--- src/rtl/bnn_ocr_pkg.sv ---
// Shared types and constants for the BNN OCR receive path.
//   img_rx_state_t : image receive FSM states
//   OP_LOAD        : opcode announcing an image payload
//   OP_CLEAR       : opcode clearing the image register
//   IMG_BITS_DEFAULT : default frame size in pixels (1 bit per pixel)
package bnn_ocr_pkg;

  typedef enum logic [1:0] {
    StIdle,
    StLoad,
    StCheck,
    StReady
  } img_rx_state_t;

  localparam logic [7:0] OP_LOAD  = 8'hA5;
  localparam logic [7:0] OP_CLEAR = 8'h5A;

  localparam int unsigned IMG_BITS_DEFAULT = 1024;

endpackage

--- src/rtl/byte_accept_gate.sv ---
// Byte handshake towards the SPI receive stage.
// The SPI stage keeps byte_valid high for two cycles after byte_taken, so
// byte_valid is masked while the blank counter runs down.
//   clk, rst_n  : clock, asynchronous active-low reset
//   byte_valid  : SPI stage holds a complete byte
//   byte_taken  : 1-cycle pulse, byte consumed (to SPI stage)
//   capture     : strobe to the consumer: spi_rx_data is valid this cycle
module byte_accept_gate (
  input  logic clk,
  input  logic rst_n,
  input  logic byte_valid,
  output logic byte_taken,
  output logic capture
);

  logic [1:0] blank_cnt_q;
  logic [1:0] blank_cnt_d;
  logic       take;

  assign take       = byte_valid && (blank_cnt_q == 2'd0);
  assign byte_taken = take;
  assign capture    = take;

  always_comb begin
    blank_cnt_d = blank_cnt_q;
    if (take) begin
      blank_cnt_d = 2'd2;
    end else if (blank_cnt_q != 2'd0) begin
      blank_cnt_d = blank_cnt_q - 2'd1;
    end
  end

  always_ff @(posedge clk or negedge rst_n) begin
    if (!rst_n) begin
      blank_cnt_q <= 2'd0;
    end else begin
      blank_cnt_q <= blank_cnt_d;
    end
  end

endmodule

--- src/rtl/image_rx_buffer.sv ---
// Assembles one binary image frame from SPI bytes and hands it to BNN inference.
// A leading opcode selects LOAD (payload follows) or CLEAR; any other opcode
// raises err. The completed frame is held with img_valid until img_taken, with
// rx_enable dropped as back-pressure. A byte gap of TIMEOUT_CYC cycles while
// loading aborts the frame.
// Optional feature: define IMG_RX_CHECKSUM_EN to append an XOR check byte
// after the payload, verified in a CHECK state before the frame is presented.
//   clk, rst_n  : clock, asynchronous active-low reset
//   spi_rx_data : byte from SPI stage, valid while byte_valid
//   byte_valid  : SPI stage holds a byte
//   byte_taken  : 1-cycle pulse, byte consumed
//   rx_enable   : SPI stage may receive (low while a frame waits)
//   img_data    : packed frame, pixel 0 at MSB
//   img_valid   : frame complete, held until img_taken
//   img_taken   : inference accepted the frame
//   busy        : frame load in progress
//   err         : 1-cycle pulse on bad opcode, timeout or checksum mismatch
module image_rx_buffer
  import bnn_ocr_pkg::*;
#(
  parameter int unsigned IMG_BITS    = IMG_BITS_DEFAULT,
  parameter int unsigned TIMEOUT_CYC = 100000
) (
  input  logic                clk,
  input  logic                rst_n,
  input  logic [7:0]          spi_rx_data,
  input  logic                byte_valid,
  output logic                byte_taken,
  output logic                rx_enable,
  output logic [IMG_BITS-1:0] img_data,
  output logic                img_valid,
  input  logic                img_taken,
  output logic                busy,
  output logic                err
);

  localparam int unsigned IMG_BYTES = IMG_BITS / 8;
  localparam int unsigned IdxW      = $clog2(IMG_BYTES);
  localparam int unsigned GapW      = $clog2(TIMEOUT_CYC);
  localparam logic [IdxW-1:0] IdxLast = IdxW'(IMG_BYTES - 1);
  localparam logic [GapW-1:0] GapLast = GapW'(TIMEOUT_CYC - 1);

  img_rx_state_t      state_q, state_d;
  logic [IdxW-1:0]    idx_q, idx_d;
  logic [GapW-1:0]    gap_q, gap_d;
  logic               err_q, err_d;
  logic [IMG_BITS-1:0] img_q;
  logic               img_clear;
  logic               img_wr;
  logic               capture;
`ifdef IMG_RX_CHECKSUM_EN
  logic [7:0]         xor_q, xor_d;
`endif

  byte_accept_gate u_gate (
    .clk        (clk),
    .rst_n      (rst_n),
    .byte_valid (byte_valid),
    .byte_taken (byte_taken),
    .capture    (capture)
  );

  always_comb begin
    state_d   = state_q;
    idx_d     = idx_q;
    gap_d     = gap_q;
    err_d     = 1'b0;
    img_clear = 1'b0;
    img_wr    = 1'b0;
`ifdef IMG_RX_CHECKSUM_EN
    xor_d     = xor_q;
`endif

    if (state_q == StLoad || state_q == StCheck) begin
      gap_d = gap_q + GapW'(1);
    end
    // An accept always restarts the gap, even on the expiry cycle.
    if (capture) begin
      gap_d = '0;
    end

    unique case (state_q)
      StIdle: begin
        if (capture) begin
          if (spi_rx_data == OP_LOAD) begin
            state_d = StLoad;
            idx_d   = '0;
`ifdef IMG_RX_CHECKSUM_EN
            xor_d   = 8'h00;
`endif
          end else if (spi_rx_data == OP_CLEAR) begin
            img_clear = 1'b1;
          end else begin
            err_d = 1'b1;
          end
        end
      end
      StLoad: begin
        if (capture) begin
          img_wr = 1'b1;
`ifdef IMG_RX_CHECKSUM_EN
          xor_d  = xor_q ^ spi_rx_data;
`endif
          if (idx_q == IdxLast) begin
`ifdef IMG_RX_CHECKSUM_EN
            state_d = StCheck;
`else
            state_d = StReady;
`endif
          end else begin
            idx_d = idx_q + IdxW'(1);
          end
        end else if (gap_q == GapLast) begin
          err_d   = 1'b1;
          state_d = StIdle;
          gap_d   = '0;
        end
      end
`ifdef IMG_RX_CHECKSUM_EN
      StCheck: begin
        if (capture) begin
          if (spi_rx_data == xor_q) begin
            state_d = StReady;
          end else begin
            err_d   = 1'b1;
            state_d = StIdle;
          end
        end else if (gap_q == GapLast) begin
          err_d   = 1'b1;
          state_d = StIdle;
          gap_d   = '0;
        end
      end
`endif
      StReady: begin
        if (img_taken) begin
          state_d = StIdle;
        end
      end
      default: begin
        state_d = StIdle;
      end
    endcase
  end

  always_ff @(posedge clk or negedge rst_n) begin
    if (!rst_n) begin
      state_q <= StIdle;
      idx_q   <= '0;
      gap_q   <= '0;
      err_q   <= 1'b0;
`ifdef IMG_RX_CHECKSUM_EN
      xor_q   <= 8'h00;
`endif
    end else begin
      state_q <= state_d;
      idx_q   <= idx_d;
      gap_q   <= gap_d;
      err_q   <= err_d;
`ifdef IMG_RX_CHECKSUM_EN
      xor_q   <= xor_d;
`endif
    end
  end

  // Byte k of the payload lands at the MSB end first (pixel 0 at MSB).
  always_ff @(posedge clk or negedge rst_n) begin
    if (!rst_n) begin
      img_q <= '0;
    end else if (img_clear) begin
      img_q <= '0;
    end else if (img_wr) begin
      img_q[IMG_BITS - 1 - 8 * int'(idx_q) -: 8] <= spi_rx_data;
    end
  end

  assign img_data  = img_q;
  assign img_valid = (state_q == StReady);
  assign rx_enable = (state_q != StReady);
  assign busy      = (state_q == StLoad) || (state_q == StCheck);
  assign err       = err_q;

endmodule

--- config.mk ---
export PLATFORM = sky130hd
export DESIGN_NAME = image_rx_buffer
export DESIGN_NICKNAME = d
export VERILOG_FILES = /design/src/rtl/bnn_ocr_pkg.sv /design/src/rtl/byte_accept_gate.sv /design/src/rtl/image_rx_buffer.sv
export SDC_FILE = /design/constraint.sdc
export NUM_CORES = 2
export LEC_CHECK = 0
export ABC_AREA = 1
export CORE_AREA = 2 2 402 404
export CTS_BUF_LIST = sky130_fd_sc_hd__clkbuf_16
export DETAILED_ROUTE_END_ITERATION = 7
export DIE_AREA = 0 0 404 406
export MAX_ROUTING_LAYER = met4
export SLEW_MARGIN = 20
export SYNTH_ARGS = -nofsm -noshare
export SYNTH_HDL_FRONTEND = slang
export SYNTH_SLANG_ARGS = --single-unit
--- constraint.sdc ---
create_clock -name clk -period 3.88 [get_ports clk]
set_input_delay 0.776 -clock clk [delete_from_list [all_inputs] [get_ports clk]]
set_output_delay 0.776 -clock clk [all_outputs]
set_load 0.005 [all_outputs]
==> impl_results.md <==
* Cell with the most instances after synthesis: nand3_1
* All-Layer GR Usage at 28.5%
* Slowest-stage cell, CP: clkdlybuf4s50_1
* RePlAce Congestion at 0.942
* Layout overhead on the synthesized area at 37.2%
* Layout cells sized above 1 at 6.48%
* Mapped Cells at 5,284
* Vias in the first global route at 42,200
* Period Utilization, post-route at 86.1%
* Adder-Cell Fraction of Synth Area at 0.302%
* Detailed Route Iter0 Violations at 4,386
* WL/cell at 27.7 um
* Multi-input logic area at 16,800 sq um
* Max Cap Viol at 0
* CTS tree: built
* Mux share of post-synthesis cell area at 0%
* TritonCTS buffer count at 119
* Global route overflow at 0
* CP peak stage delay at 0.68 ns
* Hold Crit Start: img_data[494]
* Initial antenna violation count at 20
* Critical Path End Type: output port
* Post-CTS setup buffers at 0
* Reg clk slew, reported paths at 0.06 ns
* Yosys top cell area share at 57.9%
* Estimated wirelength of the detail-placed design at 179,000 um
* Top cell type by total area after synthesis: dfrtp_1
* CTS Sinks at 1,053
* Setup Crit Path Kind: reg2out
* Core Footprint at 160,000 sq um
* Io pins at 1,041
* Die Footprint at 164,000 sq um
* Distinct cell type count after synthesis at 33
* Critical path buffers and inverters at 3
* Peak VDD IR at 0.339 mV
* RR Startpoint: idx_q[2]
* Required time worst endpoint at 3.10 ns
* CP Cell Sequence: inv_1 -> ha_1 -> nand2_2 -> inv_1 -> clkdlybuf4s50_1
* Setup TNS at 0 ns
* Fmax at 299 MHz
* CTS Buffer Depth at 3
* CP top delay family: buffers and inverters
* Reg2Reg Depth at 10
* Buffers on Ports at 1,040
* Synth Area in XOR/XNOR at 0.173%
* Cell Area, Synth at 45,500 sq um
* Crit path top cell by count: inv_1
* Reg2reg end: img_data[658]
* Worst-path fanout max at 8
* Mapped Avg Cell Area at 8.61 sq um
* Final core occ at 39.1%
* First-pass GRT wire length at 325,000 um
* Skew-Pair Late Insertion Delay at 0.74 ns
* Pleak at 29.0 nW
* Setup Skew at 0.0303 ns
* YS warnings at 0
* # setup viols final at 0
* Power density cells at 426 nW/um^2
* FF+latch area at 26,400 sq um
* Area contributors post-synth: dfrtp_1 58%, nand3_1 12%, nand2_1 7.3%, nor2_1 6.0%, o21ai_0 4.9%
* Seq cells post-synth at 1,053
* Setup slack, reg-to-reg at 0.58 ns
* Synth Area in Simple Gates at 28.0%
* Largest net degree at the start of global routing at 164
* Clock Tree Root: clkbuf_16
* Worst Setup Start Kind: flop
* Compound-Gate Fraction of Synth Area at 8.35%
* Drt pass-1 iters at 6
* Crit path DAT at 2.56 ns
* Die Y at 406 um
* Hold Crit Class: reg2reg
* Slew Limit Fails at 0
* CTS HTree Levels at 3
* Hold Path End: img_data[494]
* Row count at 147
* WL final at 234,000 um
* Final ANT Viol Nets at 0
* Post-synth top cells: 1,130 x nand3_1, 1,053 x dfrtp_1, 880 x nand2_1
* Seq/Total Area, Yosys at 57.9%
* Main synth FF type: dfrtp_1
* Via/cell ratio at 5.21
* Fin nets at 6,271
* # fillers at 16,100
* DRC at 0
* Post-synth EDFFs at 0
* Final hold violations at 0
* Hold Path Depth at 2
* Chip Width at 404 um
* Status: finished clean
* Via count at 44,000
* Largest family of logic cells by synthesized area: simple AND/OR/NAND/NOR gates
* Worst-margin pin slew at 0.990 ns
* Synthesized Nets at 5,307
* Post-synth ARST share at 100%
* Min Tclk post-route at 3.34 ns
* Slew headroom at 34.0%
* Unrepaired setup endpoints after global routing: no
* Initial Util at 28.5%
[flip-flops by register name, indices dropped and copies added, names as in the netlist]
register,flops
idx_q,7
gap_q,17
img_data,1024
err,1
state_q,2
u_gate.blank_cnt_q,2
[cell usage in the layout, fill, tap and decap left out, types with 30 or more instances in the layout]
| cell type | Yosys | layout |
|---|---|---|
| inv_1 | 190 | 203 |
| buf_12 | 0 | 30 |
| a21oi_1 | 231 | 231 |
| nand4_1 | 74 | 74 |
| clkdlybuf4s50_1 | 0 | 1039 |
| buf_4 | 9 | 135 |
| nand2_1 | 880 | 878 |
| nor3_1 | 48 | 48 |
| dfrtp_1 | 1053 | 1049 |
| nor2_1 | 723 | 718 |
| nand3_1 | 1130 | 1129 |
| clkinv_1 | 5 | 37 |
| o21ai_0 | 442 | 442 |
| clkbuf_16 | 0 | 120 |
[final cells by class]
type                    instances  share of cell area (%)
flip-flops and latches       1053                    42.2
clock inverters                96                    1.19
multi-input cells            3656                    26.9
repair buffers               1206                    19.3
clock buffers                 120                    4.81
well taps                    2086                    4.18
diodes                         14                  0.0561
inverters                     212                    1.30
[layer usage]
layer	vias up	share of wire, %	global-route usage, %
met5	-	0	-
met4	0	5.1	12.3
met3	374	9.5	8.75
met2	2037	46	44.2
met1	21900	39	34.3
li1	19600	-	-
[worst max path at each step]
stage / start / to / cells past startpoint
finish: u_gate.blank_cnt_q[0] / byte_taken / 5
floorplan: idx_q[0] / img_data[301] / 11
CTS: u_gate.blank_cnt_q[0] / byte_taken / 5
global placement: spi_rx_data[7] / img_data[616] / 11
detailed placement: byte_valid / img_data[471] / 10
global route: idx_q[2] / img_data[658] / 10
[where the power goes]
part	switching (mW)	internal, mW	total [mW]
Clock	4.95	6.09	11.0
Sequential	0.270	11.2	11.5
Combinational	3.22	0.880	4.10
[what timing repair did]
action	in CTS	in global routing
endpoints found under the hold margin	5	0
hold buffers	1	0
gates resized for setup	0	0
[stage by stage]
stage	instances	area (sq um)	worst slack, ns	total power [mW]	hold WS, ns
floorplan	5284	45500	1.79	13.2	0.467
global placement	8212	58600	0.529	15.7	0.486
detailed placement	8212	58600	0.516	15.7	0.491
CTS	8429	62400	0.410	26.8	0.506
global route	8443	62400	0.345	27.4	0.516
finish	8443	62400	0.539	26.6	0.506
[worst min-delay path, cell delays in order (launching register included)]
cell and delay [ns]:
dfrtp_1 0.34, nand3_1 0.07, nand2_1 0.06
[cells by family after synthesis]
logic type | Yosys count
flip-flops | 1053
AND/OR/NAND/NOR | 2906
XOR/XNOR | 9
adder cells (fa/ha/maj) | 11
buffers and inverters | 575
AO/OA/AOI/OAI | 730
Power figures use the tool's default switching activity.
